[config.mk]
export PLATFORM = sky130hd
export DESIGN_NAME = hist_stream_rx
export DESIGN_NICKNAME = d
export VERILOG_FILES = /design/src/rtl/hist_stream_rx.sv
export SDC_FILE = /design/constraint.sdc
export NUM_CORES = 1
export LEC_CHECK = 0
export CAP_MARGIN = 20
export CELL_PAD_IN_SITES_DETAIL_PLACEMENT = 0
export CELL_PAD_IN_SITES_GLOBAL_PLACEMENT = 1
export CORE_MARGIN = 3
export CORE_UTILIZATION = 53
export DETAILED_ROUTE_END_ITERATION = 8
export HOLD_SLACK_MARGIN = 0.05
export PLACE_DENSITY_LB_ADDON = 0.1
export SYNTH_ARGS = -nofsm -noshare
export SYNTH_HDL_FRONTEND = slang
export SYNTH_SLANG_ARGS = --single-unit
export TNS_END_PERCENT = 10
[constraint.sdc]
create_clock -name clk -period 5.6 [get_ports clk]
set_input_delay 0.84 -clock clk [delete_from_list [all_inputs] [get_ports clk]]
set_output_delay 0.84 -clock clk [all_outputs]
set_load 0.01 [all_outputs]
[src/rtl/hist_stream_rx.sv]
// Receives one histogram frame per acknowledge cycle, stores the bins in a
// small RAM and keeps running count / total / peak statistics for the frame.
module hist_stream_rx #(
   parameter int NUM_BINS = 16,
   parameter int AW       = 4
) (
   input  logic          clk,
   input  logic          rst_n,
   input  logic [7:0]    bin_data,
   input  logic          bin_valid,
   input  logic          bin_last,
   input  logic          clear,
   input  logic          rd_en,
   input  logic [AW-1:0] rd_addr,
   output logic [7:0]    rd_data,
   output logic          rd_valid,
   output logic          frame_done,
   output logic [AW:0]   bin_count,
   output logic [AW-1:0] peak_idx,
   output logic [7:0]    peak_val,
   output logic [AW+7:0] total,
   output logic          overflow,
   output logic          missed
);

   typedef enum logic [1:0] {IDLE, RECV, DONE} state_t;

   state_t          state_reg;
   logic [AW:0]     count_reg;
   logic [AW+7:0]   total_reg;
   logic [AW-1:0]   peak_idx_reg;
   logic [7:0]      peak_val_reg;
   logic            overflow_reg;
   logic            missed_reg;
   logic [7:0]      rd_data_reg;
   logic            rd_valid_reg;

   logic [7:0]      mem [NUM_BINS];

   logic            full;
   logic            beat;
   logic            store;
   logic            first;
   logic [AW-1:0]   wr_addr;

   // The stored-bin count doubles as the write pointer.
   assign full    = (count_reg == (AW+1)'(NUM_BINS));
   assign beat    = bin_valid && !clear;
   assign store   = beat && ((state_reg == IDLE) || ((state_reg == RECV) && !full));
   assign first   = (count_reg == '0);
   assign wr_addr = count_reg[AW-1:0];

   always_ff @(posedge clk) begin
      if (store) begin
         mem[wr_addr] <= bin_data;
      end
   end

   // Registered read port; a same-cycle write is seen only on the next read.
   always_ff @(posedge clk or negedge rst_n) begin
      if (!rst_n) begin
         rd_data_reg  <= '0;
         rd_valid_reg <= 1'b0;
      end else begin
         rd_valid_reg <= rd_en;
         if (rd_en) begin
            rd_data_reg <= mem[rd_addr];
         end
      end
   end

   always_ff @(posedge clk or negedge rst_n) begin
      if (!rst_n) begin
         state_reg    <= IDLE;
         count_reg    <= '0;
         total_reg    <= '0;
         peak_idx_reg <= '0;
         peak_val_reg <= '0;
         overflow_reg <= 1'b0;
         missed_reg   <= 1'b0;
      end else if (clear) begin
         state_reg    <= IDLE;
         count_reg    <= '0;
         total_reg    <= '0;
         peak_idx_reg <= '0;
         peak_val_reg <= '0;
         overflow_reg <= 1'b0;
         missed_reg   <= 1'b0;
      end else begin
         if (store) begin
            count_reg <= count_reg + (AW+1)'(1);
            total_reg <= total_reg + {{AW{1'b0}}, bin_data};
            // Strict compare keeps the lowest index on ties.
            if (first || (bin_data > peak_val_reg)) begin
               peak_val_reg <= bin_data;
               peak_idx_reg <= wr_addr;
            end
         end
         case (state_reg)
            IDLE: begin
               if (bin_valid) begin
                  state_reg <= bin_last ? DONE : RECV;
               end
            end
            RECV: begin
               if (bin_valid) begin
                  if (full) begin
                     overflow_reg <= 1'b1;
                  end
                  if (bin_last) begin
                     state_reg <= DONE;
                  end
               end
            end
            DONE: begin
               if (bin_valid) begin
                  missed_reg <= 1'b1;
               end
            end
            default: state_reg <= IDLE;
         endcase
      end
   end

   assign rd_data    = rd_data_reg;
   assign rd_valid   = rd_valid_reg;
   assign frame_done = (state_reg == DONE);
   assign bin_count  = count_reg;
   assign peak_idx   = peak_idx_reg;
   assign peak_val   = peak_val_reg;
   assign total      = total_reg;
   assign overflow   = overflow_reg;
   assign missed     = missed_reg;

endmodule

==> summary.txt <==
Run status
  • Status: complete, no violations

Routing
  • DR vias/cell: 6.06
  • Wire per inst: 22.1 um
  • Wire length after detailed routing: 16,900 um
  • Initial DRT Pass Iterations: 4
  • DR vias: 4,623
  • DRC Markers: 0
  • Post-route ant nets: 0
  • 1st-iter DRT viols: 426

Timing
  • Finish-stage setup viols: 0
  • Final worst path period share: 58.7%
  • Fin Clk Skew: 0.00851 ns
  • Slew HR: 31.1%
  • Final Slew Violations: 0
  • RSZ-0062 raised after global routing: no
  • Final Worst Setup Slack: 2.32 ns
  • Setup Total Neg Slack: 0 ns
  • Max Freq: 0.304 GHz
  • Slew at the pin with the worst max-slew slack: 1.03 ns
  • Fin. Hold Viols: 0
  • Fin crit period: 3.28 ns

CTS
  • Post-cts sizing count: 0
  • CTS Buf Count: 17
  • Hold_buf cts: 0
  • CTS root buf: clkbuf_16
  • CTS H-Tree Depth: 4
  • Post-CTS setup buffers: 0
  • Clock Pin Slew Worst Setup and Hold Paths: 0.06 ns
  • CTS tree: built
  • Clk buf depth: 2
  • Clock tree sinks: 170
  • Clock latency on the worst-skew pair: 0.43 ns

Floorplan
  • # IOs: 59
  • Chip Width: 127 um
  • Die area: 16,100 um^2
  • Die height: 127 um
  • Core footprint: 14,100 um^2
  • # rows: 43
  • Initial core utilization: 54.9%

Finish
  • Final instance area: 9110 um^2
  • Share of cells above drive strength 1: 17.0%
  • Max reg flops: 128
  • Final nets: 609
  • Final core utilization: 64.6%
  • Layout Cells excl Fill: 763
  • Area growth syn-to-layout: 17.8%
  • Diode count: 0

Flow run
  • Max cap viols: 0

Critical path
  • Req. time, crit path: 5.89 ns
  • Critical path startpoint category: input port
  • Critical path type: in2reg
  • R2R Path End: total[8]
  • Reg2Reg Launch Point: bin_count[0]
  • Worst-path cell chain: clkdlybuf4s50_1 -> ha_1 -> fa_1 -> a211o_1 -> a211oi_1 -> a211oi_1 -> xnor2_1 -> nor2_1
  • Critical Path End Type: flop
  • Critical path depth: 8
  • Max stage delay on crit path: 0.83 ns
  • CP endpoint: total[8]
  • R2r setup slk: 2.80 ns
  • Worst path slowest cell: clkdlybuf4s50_1
  • Crit path max-delay family: adder cells
  • WP data arrival: 3.58 ns
  • WP buf/inv: 1
  • Worst reg2reg path depth: 7
  • Worst-path maximum fanout: 18
  • Most used cell, CP: a211oi_1
  • Crit. Startpoint: bin_data[0]

Synthesis
  • Synth Area in Compound Gates: 6.54%
  • Post-Synth XOR/XNOR Area: 1.25%
  • Mean Syn Cell Area: 15.2 um^2
  • Post-synthesis cell area: 7730 um^2
  • Yosys cell types: 57
  • FFs w/ async S/R, synth: 24.7%
  • Yosys warning count: 0
  • Mapped Nets: 547
  • Multiplexer area fraction after synthesis: 11.5%
  • Post-synth EDFFs: 128
  • Seq cells post-synth: 170
  • Combinational family with the most area after synthesis: multiplexers
  • Top FF cell, synth: edfxtp_1
  • Simple-gate share of the synthesized area: 10.7%
  • Register area share after synthesis: 63.3%
  • Syn Inst Count: 508
  • Fraction of the mapped netlist area in adder cells: 3.50%

GRT
  • GRT met2 Usage: 35.9%
  • Grt total ovfl: 0
  • GR Util met3: 5.89%
  • GRT Util Overall: 22.4%
  • Largest net degree at the start of global routing: 53
  • Most used routing layer: met2
  • First-pass GRT wire length: 27,000 um
  • Grt met1 use: 30.9%
  • Vias in the first global route: 4,767
  • Initial antenna violation count: 0

Placed design
  • Post-Place Cells: 728
  • DP HPWL: 10,400 um
  • Port buffer count: 58
  • Dpl ws: 1.66 ns
  • Area after DPL: 8450 um^2
  • Final Wtd Congestion: 0.810

Pwr
  • Leak: 3.25 nW
  • VDD IR max: 0.000216 V
  • Power Density: 325 nW/um^2

Hold path
  • HP Class: in2async
==> synthesized netlist by cell type (11+ instances only) <==
cell type	count	area, um^2
nor4b_1	12	105
edfxtp_1	128	3840
inv_1	17	63.8
a21oi_1	26	130
dfrtp_1	42	1050
ha_1	20	250
o21ai_0	17	85.1
nand2_1	17	63.8
nand3_1	26	130
clkbuf_1	12	45.0
mux2i_1	17	170
mux4_2	32	721
and2_1	11	68.8
nor2_1	15	56.3
==> worst min path at each step <==
stage	startpoint	end	slack, ns
finish	rst_n	state_reg[0]	0.31
global route	rst_n	state_reg[0]	0.31
CTS	rd_data[7]	rd_data[7]	0.51
detailed placement	rd_data[1]	rd_data[1]	0.49
global placement	rd_data[1]	rd_data[1]	0.48
floorplan	state_reg[1]	state_reg[0]	0.48
==> per-layer routing <==
| metal | vias up | wire length [um] |
|---|---|---|
| met3 | 18 | 725 |
| li1 | 2115 | - |
| met4 | 0 | 191 |
| met5 | - | 0 |
| met1 | 2376 | 7680 |
| met2 | 114 | 8260 |
==> power by group <==
| group | internal (mW) | switching [mW] | total [mW] |
|---|---|---|---|
| clock network | 0.745 | 0.471 | 1.22 |
| logic | 0.147 | 0.180 | 0.327 |
| registers | 1.39 | 0.0275 | 1.42 |
==> layout by cell type, fill, tap and decap left out, types with 5 or more instances in the layout <==
cell,netlist,layout
edfxtp_1,128,128
clkdlybuf4s50_1,0,55
dfrtp_1,42,42
mux4_2,32,32
a21oi_1,26,26
nand3_1,26,26
ha_1,20,20
inv_1,17,17
nand2_1,17,17
o21ai_0,17,17
mux2i_1,17,17
clkbuf_16,0,17
nor2_1,15,15
buf_4,2,12
and2_1,11,11
nor4b_1,12,10
nand2b_1,10,10
o221ai_1,8,8
nor3b_2,6,7
nor4_1,7,7
xnor2_1,7,7
nor3_1,6,6
a211oi_1,5,5
==> kinds of logic (layout without fill, tap and decap cells) <==
group                      Yosys count  after routing
buffers and inverters               47            122
xor gates and xnor gates            11             11
adders and majority gates           21             21
AOI/OAI and AO/OA                   76             76
DFF                                170            170
muxes                               49             49
and+or+nand+nor                    134            134
==> stage by stage <==
stage | hold slack (ns) | total power, mW
4_1_cts | 0.505 | 2.98
3_5_place_dp | 0.488 | 1.77
5_1_grt | 0.306 | 3.07
6_report | 0.314 | 2.96
3_3_place_gp | 0.481 | 1.76
2_1_floorplan | 0.476 | 1.63
==> cell type report <==
cell class	count	area (um^2)
inverter	17	63.8
clock inverter	12	174
clock buffer	20	437
multi-input combinational	291	2610
timing repair buffer	73	702
fill	1051	4990
sequential	170	4890
tap	180	225
(Power assumes the default switching activity.)
==> patch 1, RTL diff (config.mk and constraints unchanged) <==
Re-encode `state_t` (3 states) as one-hot, 3 bits wide.
--- a/src/rtl/hist_stream_rx.sv
+++ b/src/rtl/hist_stream_rx.sv
@@ -23,7 +23,7 @@
    output logic          missed
 );
 
-   typedef enum logic [1:0] {IDLE, RECV, DONE} state_t;
+   typedef enum logic [2:0] {IDLE = 3'b001, RECV = 3'b010, DONE = 3'b100} state_t;
 
    state_t          state_reg;
    logic [AW:0]     count_reg;
Behaviour: no difference found for any inputs over 4 cycles, from zero or initial values and one cycle with rst_n low; so few cycles prove little.
==> patch 1 against the unedited design <==
Sequential cell count is 1 higher. Largest cell class unchanged. Critical endpoint is now peak_val[4]$_DFFE_PN0P_. Combinational power is 1% higher. Synthesized area is 1.3% lower. Cell area is 0.63% lower. Total power is 2.4% higher. Wire length is 2.0% higher. Worst setup slack worse by 0.32 ns.
==> patch 1: results (changes against the unedited design) <==
- Number of global-route vias before repair: 4721 (-0.96%)
- Cells after DPL: 719 (-1.2%)
- Clk_skew: 0.0125 ns (+0.00398 ns)
- Net count after synthesis: 536 (-2.0%)
- Commonest cells in the netlist: 128 x edfxtp_1, 42 x dfrtp_1, 32 x mux4_2, 26 x nand2_1, 23 x o21ai_0
- Finished Layout Cells: 753 (-1.3%)
- Primary FF master, synth: edfxtp_1
- HP Class: input port to async pin
- Drt initial violations: 343 (-19%)
- Setup crit start: bin_data[4]
- Synthesized area per cell: 15.4 um2 (+0.91%)
- Final net count: 599 (-1.6%)
- Crit path max-delay family: compound AO/OA/AOI/OAI gates
- Gpl congestion: 0.835 (+3.0%)
- Antenna violations before repair: 0 (unchanged)
- First-pass GRT wire length: 26.6 mm (-1.6%)
- Via/cell ratio: 6.12 (+1.0%)
- Cts bufs inserted: 17 (unchanged)
- DP Wirelength: 10.7 mm (+3.3%)
- Slew @ Worst Pin: 0.922 ns (-0.111 ns)
- R2R depth: 6 (-1)
- Sequential area share after synthesis: 64.5% (+1.2 points)
- Capture point of the worst path: peak_val[4]$_DFFE_PN0P_
- Synth warn: 0 (unchanged)
- Asr flop ratio synth: 25.1% (+0.44 points)
- N_diodes: 0 (unchanged)
- Reg2reg setup slack: 2.69 ns (-0.11 ns)
- 1st-pass router iterations: 5 (+1)
- Switching fraction of total power: 22.1% (-0.87 points)
- Worst EP arrival: 3.91 ns (+0.33 ns)
- Maximum clock frequency: 278 MHz (-8.8%)
- Area of placed instances: 0.00839 mm2 (-0.78%)
- Slowest stage delay, CP: 0.74 ns (-0.09 ns)
- Crit-path max FO: 19 (+1)
- Fillers: 1035 (-1.5%)
- Wirelength per Cell: 22.8 um (+3.4%)
- Largest net degree at the start of global routing: 44 (-17%)
- Share of cells above drive strength 1: 14.8% (-2.1 points)
- Status: complete, no violations
- Count of final setup violators: 0 (unchanged)
- Maximum vdd ir drop: 0.227 mV (+4.7%)
- Post-synth cell types: 51 (-11%)
- Post-cts resize count: 0 (unchanged)
- Final hold slack: 0.287 ns (-0.0265 ns)
- Synth top area cells: edfxtp_1 50%, dfrtp_1 14%, mux4_2 9.4%
- Clock insertion delay at the later pin of the skew report: 0.43 ns (about the same)
- Clock share of power: 42.0% (+0.9 points)
- Pre-CTS WS: 1.48 ns (-0.182 ns)
- Tot GR Track Use: 22.7% (+0.32 points)
- Sw power: 0.668 mW (-1.5%)
- Leakage: 3.27 nW (+0.38%)
==> patch 1: final cells by class <==
class                           instances  area [um2]  area share, %
Sequential cell                       171        4920           54.4
Clock inverter                          7         163           1.80
Inverter                               13        48.8          0.539
Clock buffer                           25         475           5.25
Timing Repair Buffer                   70         673           7.44
Tap cell                              180         225           2.49
Multi-Input combinational cell        287        2550           28.1
==> patch 1: routing by layer <==
layer | track usage (%) | share of wire (%) | vias to the layer above
met2 | 36.9 | 49 | 155
met5 | 0 | 0 | -
li1 | - | - | 2104
met1 | 29.8 | 43 | 2325
met4 | 9.02 | 2.2 | 0
met3 | 5.43 | 5.4 | 25
==> patch 1: kinds of logic after synthesis <==
logic type | synth area share [%]
adder cells (fa/ha/maj) | 3.54
AO/OA/AOI/OAI | 8.23
multiplexers | 11.7
buffers and inverters | 2.38
AND/OR/NAND/NOR | 8.92
flip-flops | 64.5
XOR/XNOR | 0.803
==> patch 2, RTL diff (config.mk and constraints unchanged) <==
Made on the original files. `NUM_BINS`: 16 -> 32.
--- a/src/rtl/hist_stream_rx.sv
+++ b/src/rtl/hist_stream_rx.sv
@@ -1,7 +1,7 @@
 // Receives one histogram frame per acknowledge cycle, stores the bins in a
 // small RAM and keeps running count / total / peak statistics for the frame.
 module hist_stream_rx #(
-   parameter int NUM_BINS = 16,
+   parameter int NUM_BINS = 32,
    parameter int AW       = 4
 ) (
    input  logic          clk,
Behaviour: same outputs for any inputs over 4 cycles, from zero or initial values and one cycle with rst_n low; that may be too few to reach the edited logic, so the function may still have changed.
==> patch 2 against the unedited design <==
Utilization increased by 0.58 points. Synthesized area decreased by 3.5%. Sequential share of layout area increased by 1.8 points. Count of clock-buffer cells in the layout increased by 8. Combinational power decreased by 4%. Fmax increased by 0.76%. Wire length decreased by 11%. Total power decreased by 3.7%. Sequential cell count unchanged. Worst setup slack improved by 0.025 ns. Cell area decreased by 3.3%. Global-route usage decreased by 1.9 points. Critical path type unchanged. Largest cell class unchanged. Largest power group unchanged.
==> patch 2: results (changes against the unedited design) <==
- Status: complete, no violations
- HP Class: input port to async pin
- Post-synth EDFFs: 128 (unchanged)
- Synth top area cells: edfxtp_1 52%, dfrtp_1 14%, mux4_2 9.7%
- Clock root buffer master: clkbuf_16
- Slowest stage delay, CP: 0.97 ns (+0.14 ns)
- Clock insertion delay at the later pin of the skew report: 0.42 ns
- Slew @ Worst Pin: 0.956 ns (-0.0768 ns)
- Htree depth: 4 (unchanged)
- Post-synth cell types: 49 (-14%)
- Final net count: 579 (-4.9%)
- Asr flop ratio synth: 24.7% (unchanged)
- Via/cell ratio: 5.65 (-6.8%)
- First-pass GRT wire length: 24.0 mm (-11%)
- Maximum vdd ir drop: 0.214 mV (-1.2%)
- Sequential area share after synthesis: 65.6% (+2.3 points)
- Cts bufs inserted: 17 (unchanged)
- Gpl congestion: 0.767 (-5.3%)
- Tot GR Track Use: 20.5% (-1.9 points)
- 1st-pass router iterations: 4 (unchanged)
- Post-cts resize count: 0 (unchanged)
- Critical path's slowest cell: clkdlybuf4s50_1
- Share of cells above drive strength 1: 17.5% (+0.56 points)
- Sw power: 0.619 mW (-8.8%)
- Synth warn: 0 (unchanged)
- Net count after synthesis: 510 (-6.8%)
- Leakage: 3.17 nW (-2.7%)
- Fillers: 990 (-5.8%)
- Commonest cells in the netlist: 128 x edfxtp_1, 42 x dfrtp_1, 32 x mux4_2, 23 x nand2b_1, 22 x inv_1
- DP Wirelength: 9.43 mm (-9.2%)
- Crit-path max FO: 19 (+1)
- Port Buffers: 58 (unchanged)
- N_diodes: 0 (unchanged)
- Clock Tree Buf Depth: 2 (unchanged)
- Clk_skew: 0.0140 ns (+0.00547 ns)
- Worst EP arrival: 3.59 ns (about the same)
- Antenna violations before repair: 0 (unchanged)
- Wirelength per Cell: 20.5 um (-7.0%)
- Largest net degree at the start of global routing: 43 (-19%)
- Drt initial violations: 383 (-10%)
- Number of global-route vias before repair: 4310 (-9.6%)
==> patch 2: cell type report <==
| class | count | area, um2 | share of cell area, % |
|---|---|---|---|
| flip-flops and latches | 170 | 4890 | 55.6 |
| clock buffers | 28 | 497 | 5.64 |
| well taps | 176 | 220 | 2.50 |
| multi-input cells | 256 | 2350 | 26.7 |
| repair buffers | 73 | 688 | 7.81 |
| inverters | 22 | 82.6 | 0.938 |
| clock inverters | 4 | 70.1 | 0.796 |
==> patch 2: path summary, 6_finish.rpt <==
check | startpoint | to | slack (ns) | cells past startpoint
max | bin_data[0] | peak_val[2]$_DFFE_PN0P_ | 2.34 | 9
max reg2reg | bin_count[0]$_DFFE_PN0P_ | mem[2][5]$_DFFE_PP_ | 2.96 | 6
min reg2reg | state_reg[1]$_DFFE_PN0P_ | state_reg[0]$_DFFE_PN0P_ | 0.48 | 1
min | rst_n | rd_data[7]$_DFFE_PN0P_ | 0.28 | 1
max in group asynchronous | rst_n | peak_val[0]$_DFFE_PN0P_ | 4.86 | 2
min in group clk | state_reg[1]$_DFFE_PN0P_ | state_reg[0]$_DFFE_PN0P_ | 0.48 | 1
==> patch 2: layer usage <==
layer | vias to the layer above | share of wire, % | track usage, %
met3 | 9 | 6.1 | 4.76
met2 | 118 | 50 | 32.3
met5 | - | 0 | 0
met4 | 0 | 0.71 | 6.13
li1 | 1918 | - | -
met1 | 2073 | 44 | 28.8
==> patch 2: cells by family after synthesis <==
| kind of cell | share of synthesized area (%) |
|---|---|
| adders and majority gates | 3.62 |
| and+or+nand+nor | 8.10 |
| xor gates and xnor gates | 1.06 |
| buffers and inverters | 2.80 |
| muxes | 14.0 |
| AOI/OAI and AO/OA | 4.78 |
| DFF | 65.6 |
==> patch 2: power groups by stage <==
stage | clock (mW) | combinational, mW | sequential [mW]
floorplan | 0 | 0.175 | 1.44
global route | 1.20 | 0.346 | 1.42
detailed placement | 0 | 0.315 | 1.44
CTS | 1.15 | 0.317 | 1.41
global placement | 0 | 0.310 | 1.44
finish | 1.12 | 0.313 | 1.41
==> patch 2: critical path: cells and delay by family <==
kind,cells,cell delay (ns)
compound gates,3,0.81
simple gates,1,0.11
fa+ha+maj,1,0.22
mux,1,0.22
buf+inv,3,1.38
==> patch 2: per-stage QoR <==
stage	std cells	hold WS (ns)	util, %	area [um2]	setup WS (ns)
finish	729	0.278	65.2	8810	2.34
global route	729	0.260	65.2	8810	2.07
CTS	727	0.486	65.0	8780	2.30
detailed placement	695	0.475	60.8	8220	1.87
global placement	693	0.462	60.7	8200	1.85
floorplan	471	0.442	-	7460	2.91
